`src/rtl/hazard_scoreboard.sv`:
```
// hazard_scoreboard: D-stage stall control for the five-stage pipeline.
// Tracks per-register Tnew countdowns plus a HI/LO multiply/divide busy counter.
module hazard_scoreboard #(
    parameter int NREG     = 32,
    parameter int REG_AW   = 5,
    parameter int TNEW_W   = 2,
    parameter int MULT_CYC = 5,
    parameter int DIV_CYC  = 10,
    parameter int MD_CNT_W = 4
) (
    input  logic              clk,
    input  logic              reset,
    input  logic              dec_valid,
    input  logic [REG_AW-1:0] dec_rs,
    input  logic [REG_AW-1:0] dec_rt,
    input  logic              dec_rs_use,
    input  logic              dec_rt_use,
    input  logic [TNEW_W-1:0] dec_tuse_rs,
    input  logic [TNEW_W-1:0] dec_tuse_rt,
    input  logic              dec_wr,
    input  logic [REG_AW-1:0] dec_dst,
    input  logic [TNEW_W-1:0] dec_tnew,
    input  logic              dec_md,
    input  logic              md_start,
    input  logic              md_kind,
    output logic              stall,
    output logic [1:0]        stall_cause,
    output logic              md_busy
);

    logic [TNEW_W-1:0]   sb_q [1:NREG-1];
    logic [TNEW_W-1:0]   sb_d [1:NREG-1];
    logic [MD_CNT_W-1:0] md_cnt_q;
    logic [MD_CNT_W-1:0] md_cnt_d;
    logic [TNEW_W-1:0]   rs_cnt;
    logic [TNEW_W-1:0]   rt_cnt;
    logic                raw_rs;
    logic                raw_rt;
    logic                md_haz;
    logic                issue;

    // Fetch pending countdown of each source; $0 always reads as ready.
    always_comb begin
        rs_cnt = '0;
        rt_cnt = '0;
        for (int r = 1; r < NREG; r++) begin
            if (dec_rs == REG_AW'(r)) rs_cnt = sb_q[r];
            if (dec_rt == REG_AW'(r)) rt_cnt = sb_q[r];
        end
    end

    // Zero-latency hazard decision from decoded fields and current state.
    always_comb begin
        raw_rs      = dec_valid & dec_rs_use & (rs_cnt > dec_tuse_rs);
        raw_rt      = dec_valid & dec_rt_use & (rt_cnt > dec_tuse_rt);
        md_haz      = dec_valid & dec_md & (md_start | (md_cnt_q != '0));
        stall       = raw_rs | raw_rt | md_haz;
        stall_cause = {md_haz, raw_rs | raw_rt};
        issue       = dec_valid & ~stall;
        md_busy     = (md_cnt_q != '0);
    end

    // Saturating countdown; an issuing writer overrides its entry.
    always_comb begin
        for (int r = 1; r < NREG; r++) begin
            sb_d[r] = (sb_q[r] == '0) ? '0 : sb_q[r] - TNEW_W'(1);
            if (issue && dec_wr && (dec_dst == REG_AW'(r))) begin
                sb_d[r] = dec_tnew;
            end
        end
    end

    // MD busy counter: a start always reloads, even mid-count.
    always_comb begin
        md_cnt_d = md_cnt_q;
        if (md_start) begin
            md_cnt_d = md_kind ? MD_CNT_W'(DIV_CYC) : MD_CNT_W'(MULT_CYC);
        end else if (md_cnt_q != '0) begin
            md_cnt_d = md_cnt_q - MD_CNT_W'(1);
        end
    end

    // State registers with asynchronous clear.
    always_ff @(posedge clk or posedge reset) begin
        if (reset) begin
            for (int r = 1; r < NREG; r++) begin
                sb_q[r] <= '0;
            end
            md_cnt_q <= '0;
        end else begin
            for (int r = 1; r < NREG; r++) begin
                sb_q[r] <= sb_d[r];
            end
            md_cnt_q <= md_cnt_d;
        end
    end

endmodule

```
`config.mk`:
```
export PLATFORM = sky130hd
export DESIGN_NAME = hazard_scoreboard
export DESIGN_NICKNAME = d
export VERILOG_FILES = /design/src/rtl/hazard_scoreboard.sv
export SDC_FILE = /design/constraint.sdc
export NUM_CORES = 1
export LEC_CHECK = 0
export CAP_MARGIN = 20
export CORE_ASPECT_RATIO = 0.7
export CORE_MARGIN = 2
export CORE_UTILIZATION = 30
export DETAILED_ROUTE_END_ITERATION = 12
export HOLD_SLACK_MARGIN = 0.06
export MAX_ROUTING_LAYER = met4
export SYNTH_ARGS = -nofsm -noshare
export SYNTH_HDL_FRONTEND = slang
export SYNTH_SLANG_ARGS = --single-unit
```
`constraint.sdc`:
```
create_clock -name clk -period 7.8 [get_ports clk]
set_input_delay 1.17 -clock clk [delete_from_list [all_inputs] [get_ports clk]]
set_output_delay 1.17 -clock clk [all_outputs]
set_load 0.005 [all_outputs]
```
Word level (Yosys, flattened, before mapping). Cells that the tools add are included.

Add/subtract/negate cells: 32. Multipliers: 0. Divide/modulo/power cells: 0. Order comparisons: 2. Equality and inequality tests: 93. Shift operators: 0. Muxes and demuxes: 127. Bitwise gates (word level): 11. Reductions and logical operators: 65.

Operators by type and width (count): 2-to-1 mux 2 bit (124); equality test 5 bit (second input constant) (48); equality test 5 x 4 -> 1 bit (second input constant) (24); zero test 2 bit (31); subtractor 2 x 1 -> 2 bit (second input constant) (31); equality test 5 x 3 -> 1 bit (second input constant) (12); logical AND 1 bit (32); equality test 5 x 2 -> 1 bit (second input constant) (6); equality test 5 x 1 -> 1 bit (second input constant) (3); 2-to-1 mux 4 bit (3); AND 1 bit (7); greater-than comparator 2 bit (2); nonzero test 4 bit (1); subtractor 4 x 1 -> 4 bit (second input constant) (1); bitwise OR 1 bit (3); nonzero test 2 bit (1); inverter 1 bit (1).

Bits in registers: 66. Bits in latches: 0. Bits in writable memories: 0. ROM bits: 0. Bits of input ports: 30. Output and inout port bits: 4. Memories kept: 0.

Longest topological paths before layout.
Depth in word-level cells: 41. Mapped depth: 16. Depth with buffers taken out: 13.

Worst setup path before layout. No wires, ideal clock.

Path type: input-to-output. Start: in dec_rt[2]. End: out stall. Arrival: 3596 ps. Data required time: 6630 ps. Path slack: 3034 ps. Cell stages on the path: 13. Buffers on the path: 3. Path through: clkbuf_1 clkbuf_1 buf_1 o21ai_0 o21ai_0 o2bb2ai_1 a21oi_1 o221ai_1 ha_1 nor2b_1 o211ai_1 a21boi_0 or2b_1.

Longest elaborated chain between the ends: 36.

RTL lines: from (decl) (line 15) `input logic [REG_AW-1:0] dec_rt,`; equality test 5 x 1 -> 1 bit (line 48) `if (dec_rt == REG_AW'(r)) rt_cnt = sb_q[r];`; 2-to-1 mux 2 bit (30 in a row) (line 48); 2-to-1 mux 2 bit (*) (line 48); greater-than comparator 2 bit (*) (line 55) `raw_rt = dec_valid & dec_rt_use & (rt_cnt > dec_tuse_rt);`; AND 1 bit (*) (line 55); bitwise OR 1 bit (*); net stall_cause[0] (line 27) `output logic [1:0] stall_cause,`; bitwise OR 1 bit (*) (line 57) `stall = raw_rs | raw_rt | md_haz;`; to (decl) (line 26) `output logic stall,`.

Mark *: on every way through the listed nets, which the timed path passes. The rest lies on a longest branch.

Final worst setup path.
Start: in dec_rt[1]. End: out stall.

Longest elaborated chain between the ends: 36.

RTL lines (line): equality test 5 x 1 -> 1 bit (48); 2-to-1 mux 2 bit (30 in a row) (48); 2-to-1 mux 2 bit (*) (48); greater-than comparator 2 bit (*) (55); AND 1 bit (*) (55); bitwise OR 1 bit (*) (2 in a row) (57).

Mark *: on every way between the ends. The rest lies on a longest branch, timed or not.

==> flow_summary.ini <==
[final_layout]
fillCellCount = 1717
syn_to_final_growth_pct = 16.03
fin_nets = 651
drive_gt1_frac = 0.1218
fin_util = 0.3574
final_area_um2 = 5861
n_antenna_cell = 0

[global_routing]
grtUsageTotal = 0.2123
grt-ovfl-total = 0
grt_first_pass_wirelength_um = 27950
antenna_found_initial = 0
grt_pass1_vias = 4508
grt_max_degree = 67

[clock_tree]
cts_tree = built
cts_resized = 0
postCtsSetupRepairBufs = 0
cts_hold_buf = 0
clk_pin_slew_worst_paths_ns = 0.05
clock_latency_ns = 0.33
h-tree-depth = 3
cts_buffers = 9
max-clock-path-buffers = 2
clock_sinks = 66
root_buffer = clkbuf_16

[route]
drtIter0Drc = 605
wl_per_cell_um = 21.58
drc_errors = 0
drt-pass1-iter-count = 5
via_count = 4886
vias_per_cell = 5.810
wl_um = 18150
postRouteAntennaNets = 0

[sta]
setup_viol = 0
fin_crit_sh = 0.8533
finalClockSkew_ns = 0.004994
fmaxAchievable_mhz = 150.3
slew_viol_final = 0
worstMarginPinSlew_ns = 0.8680
fin_crit_ns = 6.655
hold_viol = 0
slew-limit-headroom = 0.4213
tns_ns = 0
rsz0062_at_grt = false

[power]
pwr-share-seq = 0.399
total_power_mw = 0.8927
leakagePower_nw = 2.356
p_switching_mw = 0.2458
clkPwrFrac = 0.421
switching_share = 0.2753
ir_worst_vdd_v = 0.00007191
p_comb_frac = 0.180
p_int_mw = 0.6469
p_per_area_nw_per_um2 = 152.3

[logic_synthesis]
synthArstFlopShare = 1.000
syn_nets = 635
synthCells = 599
synth_edf_count = 0
yosysSeqAreaShare = 0.3270
synth-main-ff-cell = dfrtp_1
synth-seq-cells = 66
synth.distinct_cells = 66
yosysTopAreaCell = dfrtp_1
ys_warn_count = 0
synth_area_um2 = 5051
synth.top_cell.area_share = 0.3270
synth_area_leaders = dfrtp_1 33%, mux2i_1 9.1%, mux2_2 6.7%, nor2_1 4.5%, nand2_1 4.5%
synth_area_per_cell_um2 = 8.433

[placement]
port_buffers = 33
place_area_um2 = 5594
gp_congestion = 1.008
hpwl_um = 13630

[die]
core_area_um2 = 16400
num_io_pins = 34
die_w_um = 159.1
fp-row-count = 39
initial_core_util = 0.3081
die_y_um = 112.6
die_area_um2 = 17910

[critical_path]
setup.worst_path.end_class = output pin
cp-start-kind = input pin
cp_max_fo = 18
worst-setup-path-type = in2out
worst_ep_required_time_ns = 6.63
cp.arrival_ns = 5.49

[worst_hold_path]
hp-class = reg2reg

[status]
status = finished, final reports clean

[run]
drv_cap = 0
==> cells by family (layout without fill, tap and decap cells) <==
kind of cell               Yosys count  after routing  synth area share
adders and majority gates            6              6           0.01486
AOI/OAI and AO/OA                  132            132            0.1741
DFF                                 66             66            0.3270
xor gates and xnor gates             3              3          0.005203
buffers and inverters               64             81           0.04929
and+or+nand+nor                    246            246            0.2559
muxes                               82             82            0.1736
==> critical path: stages <==
cell and delay (ns):
clkdlybuf4s50_1 0.96, buf_4 0.34, nor2b_1 0.53, a21oi_1 0.09, nor4b_1 0.33, a211o_1 0.16, a21oi_1 0.05, o221ai_1 0.24
ha_1 0.29, nor2b_1 0.13, o211ai_1 0.26, a21boi_0 0.19, or2b_1 0.29, clkdlybuf4s50_1 0.45
==> final timing paths <==
path / to / slack [ns] / startpoint / depth (start not counted)
min in group asynchronous: md_cnt_q[3] / 1.43 / reset / 3
hold / removal: sb_q[45] / 0.55 / sb_q[44] / 2
setup / recovery: stall / 1.14 / dec_rt[1] / 14
max in group asynchronous: sb_q[48] / 5.81 / reset / 3
hold reg to reg: sb_q[45] / 0.55 / sb_q[44] / 2
setup reg to reg: sb_q[54] / 3.71 / sb_q[45] / 13
==> power by group through the flow <==
stage	logic, mW	clock network [mW]	registers, mW
after floorplan	0.101	0	0.360
after global placement	0.154	0	0.362
after detailed placement	0.157	0	0.362
after CTS	0.158	0.385	0.356
after global routing	0.177	0.404	0.357
final	0.160	0.376	0.356
==> state kept, by name, indices dropped and copies added, names as in the netlist <==
name      cells
md_cnt_q      4
sb_q         62
==> layout make-up <==
cell class	count	area (um2)	area share
flip-flops and latches	66	1652	0.2818
inverters	28	105.1	0.01793
well taps	225	281.5	0.04804
multi-input cells	469	3151	0.5376
repair buffers	41	405.4	0.06917
clock buffers	12	266.5	0.04547
==> layout by cell type (no fill, tap or decap), types with 14 or more instances in the layout <==
cell type,instances
clkdlybuf4s50_1,32
o21ai_0,26
mux2_2,30
nand2b_1,23
nor2_1,61
nand2_1,60
mux2i_1,46
dfrtp_1,66
inv_1,25
nor2b_1,35
nand3_1,14
a21oi_1,32
==> synth_stat cells (4+ instances only) <==
cell type	n
mux2i_1	46
o32ai_1	6
inv_1	26
nor2_4	4
ha_1	6
o22ai_1	5
buf_2	4
a21oi_1	32
nor4_1	4
mux2_2	30
clkbuf_1	27
nor2_2	4
o211ai_1	8
nand2_1	60
o21ai_0	26
nand2b_1	23
nor3_1	9
or2_2	5
nand3b_1	4
nor2_1	61
o31ai_1	5
a22oi_1	6
mux2_1	5
a31oi_1	9
nand3_1	14
a32oi_1	5
nor2b_1	35
dfrtp_1	66
buf_1	4
==> metal layers <==
layer / wire, um / part of all wire / global-route usage
met1: 9257 / 0.51 / 0.3435
met2: 6607 / 0.36 / 0.2533
met3: 2059 / 0.11 / 0.05358
met4: 225 / 0.012 / 0.03818
met5: 0 / 0 / -
==> per-stage QoR <==
stage                     hold slack [ns]  cells  setup slack (ns)
after floorplan                    0.5157    599             3.034
after global placement             0.5357    828             1.480
after detailed placement           0.5451    829             1.275
after CTS                          0.5525    841             1.233
after global routing               0.5882    841            0.8752
final                              0.5544    841             1.145
Note: power is estimated with default switching activity, not from simulation.
==> edit 1, RTL diff (config.mk and constraints unchanged) <==
Change the parameter `NREG` from 32 to 64.
--- a/src/rtl/hazard_scoreboard.sv
+++ b/src/rtl/hazard_scoreboard.sv
@@ -3,3 +3,3 @@
 module hazard_scoreboard #(
-    parameter int NREG     = 32,
+    parameter int NREG     = 64,
     parameter int REG_AW   = 5,
Behaviour: not the same (Yosys sat finds a counterexample within 4 cycles, from zero or initial values and one cycle with reset high).
==> edit 1 against the unedited design <==
Utilization shrank 0.35 points; via count down 2.6%; sequential cell count is 2 higher; register-to-register slack lost 0.44 ns; global-route usage down 1.9 points; design area grew 4.0%; clock power grew 11%; area after synthesis is 5.0% higher; routed wire length down 8.6%; total power increased by 6.1%; worst setup slack got worse by 0.059 ns; synthesized cell count rose by 1.0%; sequential share of layout area fell by 0.26 points; maximum frequency down 0.88%.
==> edit 1: results (changes against the unedited design) <==
Run status
The run finished with clean final reports.

Global route
The via count of the first global-routing pass was 4521 (+0.29%). The global-route usage over all layers is 19.3% (-1.9 points). The first-pass GRT wire length was 26700 um (-4.6%). The maximum number of pins on one net before global-route repair is 69 (+3.0%).

Synthesis
The count of synthesis-stage warnings from yosys came to 0 (unchanged). In the synthesized netlist, the cells that appear most often are dfrtp_1, nand2_1, nor2_1. The number of synthesized register bits came to 68 (+3.0%).

The synthesized area per cell is 8.76 um^2 (+3.9%). The sequential-to-total area share from yosys stat is 32.1% (-0.61 points). The number of distinct library cell variants in the gate-level netlist after synthesis is 70 (+6.1%). The net count after synthesis is 641 (+0.94%). Sorting the synthesized cells by area gives the leading types as dfrtp_1, mux2_2, mux2i_1, nor2b_1, nand2_1.

Timing
The final worst clock skew is 0.00672 ns (+0.00172 ns). The max-slew headroom at the worst pin was 29.2% (-13 points).

Placement
The worst slack at placement is 1.21 ns (-0.0613 ns). The placed instance area is 5790 um^2 (+3.5%). The final RePlAce weighted congestion came to 0.990 (-1.8%). The half-perimeter wire length after detailed placement is 11700 um (-14%). The cell count after placement is 835 (+0.72%).

Floorplan
The site row count came to 40 (+2.6%).

Setup path
The peak per-stage delay on the critical path was 1.17 ns (+0.21 ns). In this design, the largest share of critical-path delay is due to compound AO/OA/AOI/OAI gates. The slowest stage cell on the critical path is clkdlybuf4s50_1. The arrival time at the worst endpoint is 5.54 ns (+0.05 ns). The maximum fanout along the worst path came to 29 (+11).

Layout
The count of non-CTS inverters in the layout is 22 (-21%). The proportion of cell area spent on the clock network is 4.97% (+0.42 points). The final design area excluding fillers came to 6090 um^2 (+4.0%).

The multi-input logic cell count is 473 (+0.85%). The number of flip-flops in the largest register is 64 (+3.2%). The clock buffer count is 10 (-2). The fill cell total of the finished layout was 1813 (+5.6%).

The sequential share of cell area is 27.9% (-0.26 points).

Clock network
The number of clock buffers inserted by TritonCTS came to 9 (unchanged). The later-pin clock latency in the skew report is 0.35 ns (+0.02 ns).

Route
The count of vias placed by the detailed router came to 4758 (-2.6%). The routed wire length is 16600 um (-8.6%). The routed length per instance is 19.5 um (-9.7%). The violation count after the first detailed-routing iteration is 446 (-26%).

Power
The peak supply drop is 76.3 uV (+6.2%).
edit 1: kinds of logic (layout without fill, tap and decap cells):
group | count (synthesis) | count (layout) | synth area share [%]
buf+inv | 64 | 79 | 5.10
simple gates | 237 | 237 | 23.7
compound gates | 140 | 140 | 18.1
fa+ha+maj | 6 | 6 | 1.42
xor+xnor | 4 | 4 | 0.661
flops | 68 | 68 | 32.1
mux | 86 | 86 | 18.9
edit 1: power breakdown:
part / internal, mW / switching [mW] / leakage (nW)
combinational: 0.0656 / 0.0992 / 1.34
sequential: 0.359 / 0.00628 / 0.942
clock: 0.255 / 0.162 / 0.144
total: 0.680 / 0.267 / 2.43
edit 1: routing by layer:
| metal | vias to the layer above | track usage, % | routed length [um] |
|---|---|---|---|
| li1 | 2212 | - | - |
| met1 | 2323 | 29.5 | 8610 |
| met2 | 206 | 24.3 | 6270 |
| met5 | - | - | 0 |
| met4 | 0 | 4.48 | 197 |
| met3 | 17 | 5.52 | 1500 |
edit 1: final timing paths:
check	startpoint	to	slack (ns)	depth (start not counted)
min in group asynchronous	reset	md_cnt_q[0]	1.39	3
worst min-delay path	sb_q[53]	sb_q[53]	0.56	2
worst max-delay path	dec_rt[2]	stall	1.09	12
max in group asynchronous	reset	sb_q[53]	5.79	3
worst min register to register	sb_q[53]	sb_q[53]	0.56	2
worst max register to register	sb_q[43]	sb_q[34]	3.27	13
edit 1: tightest hold or removal path, stage by stage (launching register included):
cell	delay [ns]
dfrtp_1	0.40
nand2_1	0.06
mux2i_1	0.05
==> edit 2, RTL diff (same settings) <==
Made on the original files. Make the reset (`reset`) synchronous in one clocked block. Comments in the files are not updated.
--- a/src/rtl/hazard_scoreboard.sv
+++ b/src/rtl/hazard_scoreboard.sv
@@ -83,3 +83,3 @@
     // State registers with asynchronous clear.
-    always_ff @(posedge clk or posedge reset) begin
+    always_ff @(posedge clk) begin
         if (reset) begin
Check against the original RTL: not equivalent (a bounded check fails within 4 cycles, from zero or initial values and one cycle with reset high; the reset may be asserted at any time).
==> edit 2 against the unedited design <==
Worst setup slack gained 0.11 ns; cell count is 0.95% higher; design area shrank 5.4%; utilization fell by 0.42 points; total power is 1.2% lower; largest cell class unchanged; highest routed layer unchanged; die area is 3.4% lower; clock power increased by 5%; first-iteration DRC count is 12% higher; largest power group unchanged; sequential cell count stayed put; routed wire length shrank 7.4%; area after synthesis fell by 3.5%; hold slack worse by 0.093 ns.
==> edit 2: results (changes against the unedited design) <==
Setup path
The slack of the worst reg-to-reg path is 3.25 ns (-0.46 ns). The maximum fanout along the worst path is 20 (+2). The endpoint of the worst register-to-register path is sb_q[0][30]. The worst reg2reg path startpoint is sb_q[0][5]. The cell class contributing the biggest share of worst-path delay is compound AO/OA/AOI/OAI gates.

Layout
The sequential share of cell area was 23.8% (-4.3 points). The count of non-CTS inverters in the layout is 16 (-43%). The fill cell total of the finished layout is 1646 (-4.1%).

The fraction of area in multi-input gates was 58.8% (+5.0 points). The number of sequential cells is 66 (unchanged). The share of final layout cell area taken by non-clock buffers came to 6.59% (-0.33 points). The number of buffers outside the clock class in the layout is 39 (-4.9%).

The multi-input logic cell count is 512 (+9.2%). The area used by sequential logic in the layout is 1320 um^2 (-20%). The fraction of layout instances using a drive strength above 1 is 12.6% (+0.46 points). The number of nets at the end of the flow is 680 (+4.5%).

The proportion of cell area spent on the clock network was 5.19% (+0.64 points).

Run status
The flow ran to the end, and the final reports show no timing, DRC or antenna violations.

Placement
The cell count after placement came to 833 (+0.48%). The half-perimeter wire length after detailed placement is 12200 um (-10%). The placed instance area is 5260 um^2 (-6.1%). The final RePlAce weighted congestion was 1.03 (+2.3%).

Synthesis
The number of distinct library cell variants in the gate-level netlist after synthesis is 71 (+7.6%). The most used flip-flop cell after synthesis is dfxtp_1. The sequential-to-total area share from yosys stat is 27.1% (-5.6 points). By area the synthesized netlist is led by dfxtp_1, nand2_1, a21oi_1, o31ai_1, or3b_2.

The synthesized area per cell is 7.51 um^2 (-11%). The net count after synthesis came to 685 (+7.9%). After synthesis, the most frequently instantiated cells are nand2_1, dfxtp_1, a21oi_1.

Min path
The endpoint of the worst hold-timing path is sb_q[0][37]. The worst min-delay path startpoint is sb_q[0][37].

Power
The sequential logic power was 342 uW (-4%). The leakage power was 1.75 nW (-26%). The reported net switching power is 266 uW (+8.2%).

The peak supply drop was 107 uV (+49%). The proportion of power drawn by the clock network is 44.8% (+2.7 points).

Route
The amount of wire on met3 after detailed routing is 2440 um (+18%). The met1 wire length was 8430 um (-8.9%). The routed length per instance is 19.8 um (-8.3%). The routed wire length is 16800 um (-7.4%). The average via count per standard cell was 5.91 (+1.7%). The total met2 wirelength after detailed routing is 5790 um (-12%). The violation count after the first detailed-routing iteration is 675 (+12%).

Global route
The global routing met2 resource utilization is 22.0% (-3.3 points). The global-route met3 utilization is 5.79% (+0.43 points). The global-route usage over all layers was 20.1% (-1.1 points). The via count of the first global-routing pass came to 4288 (-4.9%). The met1 track utilization from global routing is 33.7% (-0.64 points).

The maximum number of pins on one net before global-route repair came to 71 (+6.0%).

Timing
The final worst clock skew is 0.00742 ns (+0.00243 ns). The slew at the pin closest to its max-slew limit came to 0.923 ns (+0.0550 ns). The worst path setup slack after routing is 1.25 ns (+0.107 ns).

Floorplan
The tap cell count came to 200 (-11%).

Clock network
The later-pin clock latency in the skew report is 0.35 ns (+0.02 ns).
## edit 2: changes by cell type in the layout (fill, tap and decap cells not counted), moves of 22 or more
cell     delta
a21oi_1    +26
dfrtp_1    -66
dfxtp_1    +66
mux2_2     -22
mux2i_1    -28
nand2_1    +61
nor2_1     -29
nor2b_1    -22
o31ai_1    +29
or3b_2     +28
## edit 2: stage by stage
stage          hold WS (ns)  power (mW)
2_1_floorplan         0.435       0.447
3_3_place_gp          0.453       0.491
3_5_place_dp          0.456       0.490
4_1_cts               0.465       0.884
5_1_grt               0.471       0.914
6_report              0.462       0.882
## edit 2: kinds of logic (layout without fill, tap and decap cells)
logic type	count (synthesis)	count (layout)	synth area share (%)
simple gates	296	296	33.5
compound gates	179	179	24.6
buf+inv	71	71	6.21
flops	66	66	27.1
mux	28	28	6.47
fa+ha+maj	6	6	1.54
xor+xnor	3	3	0.539
## edit 2: worst min-delay path, stage by stage (launching register included)
cell     delay, ns
dfxtp_1       0.31
nand2_1       0.06
o31ai_1       0.05
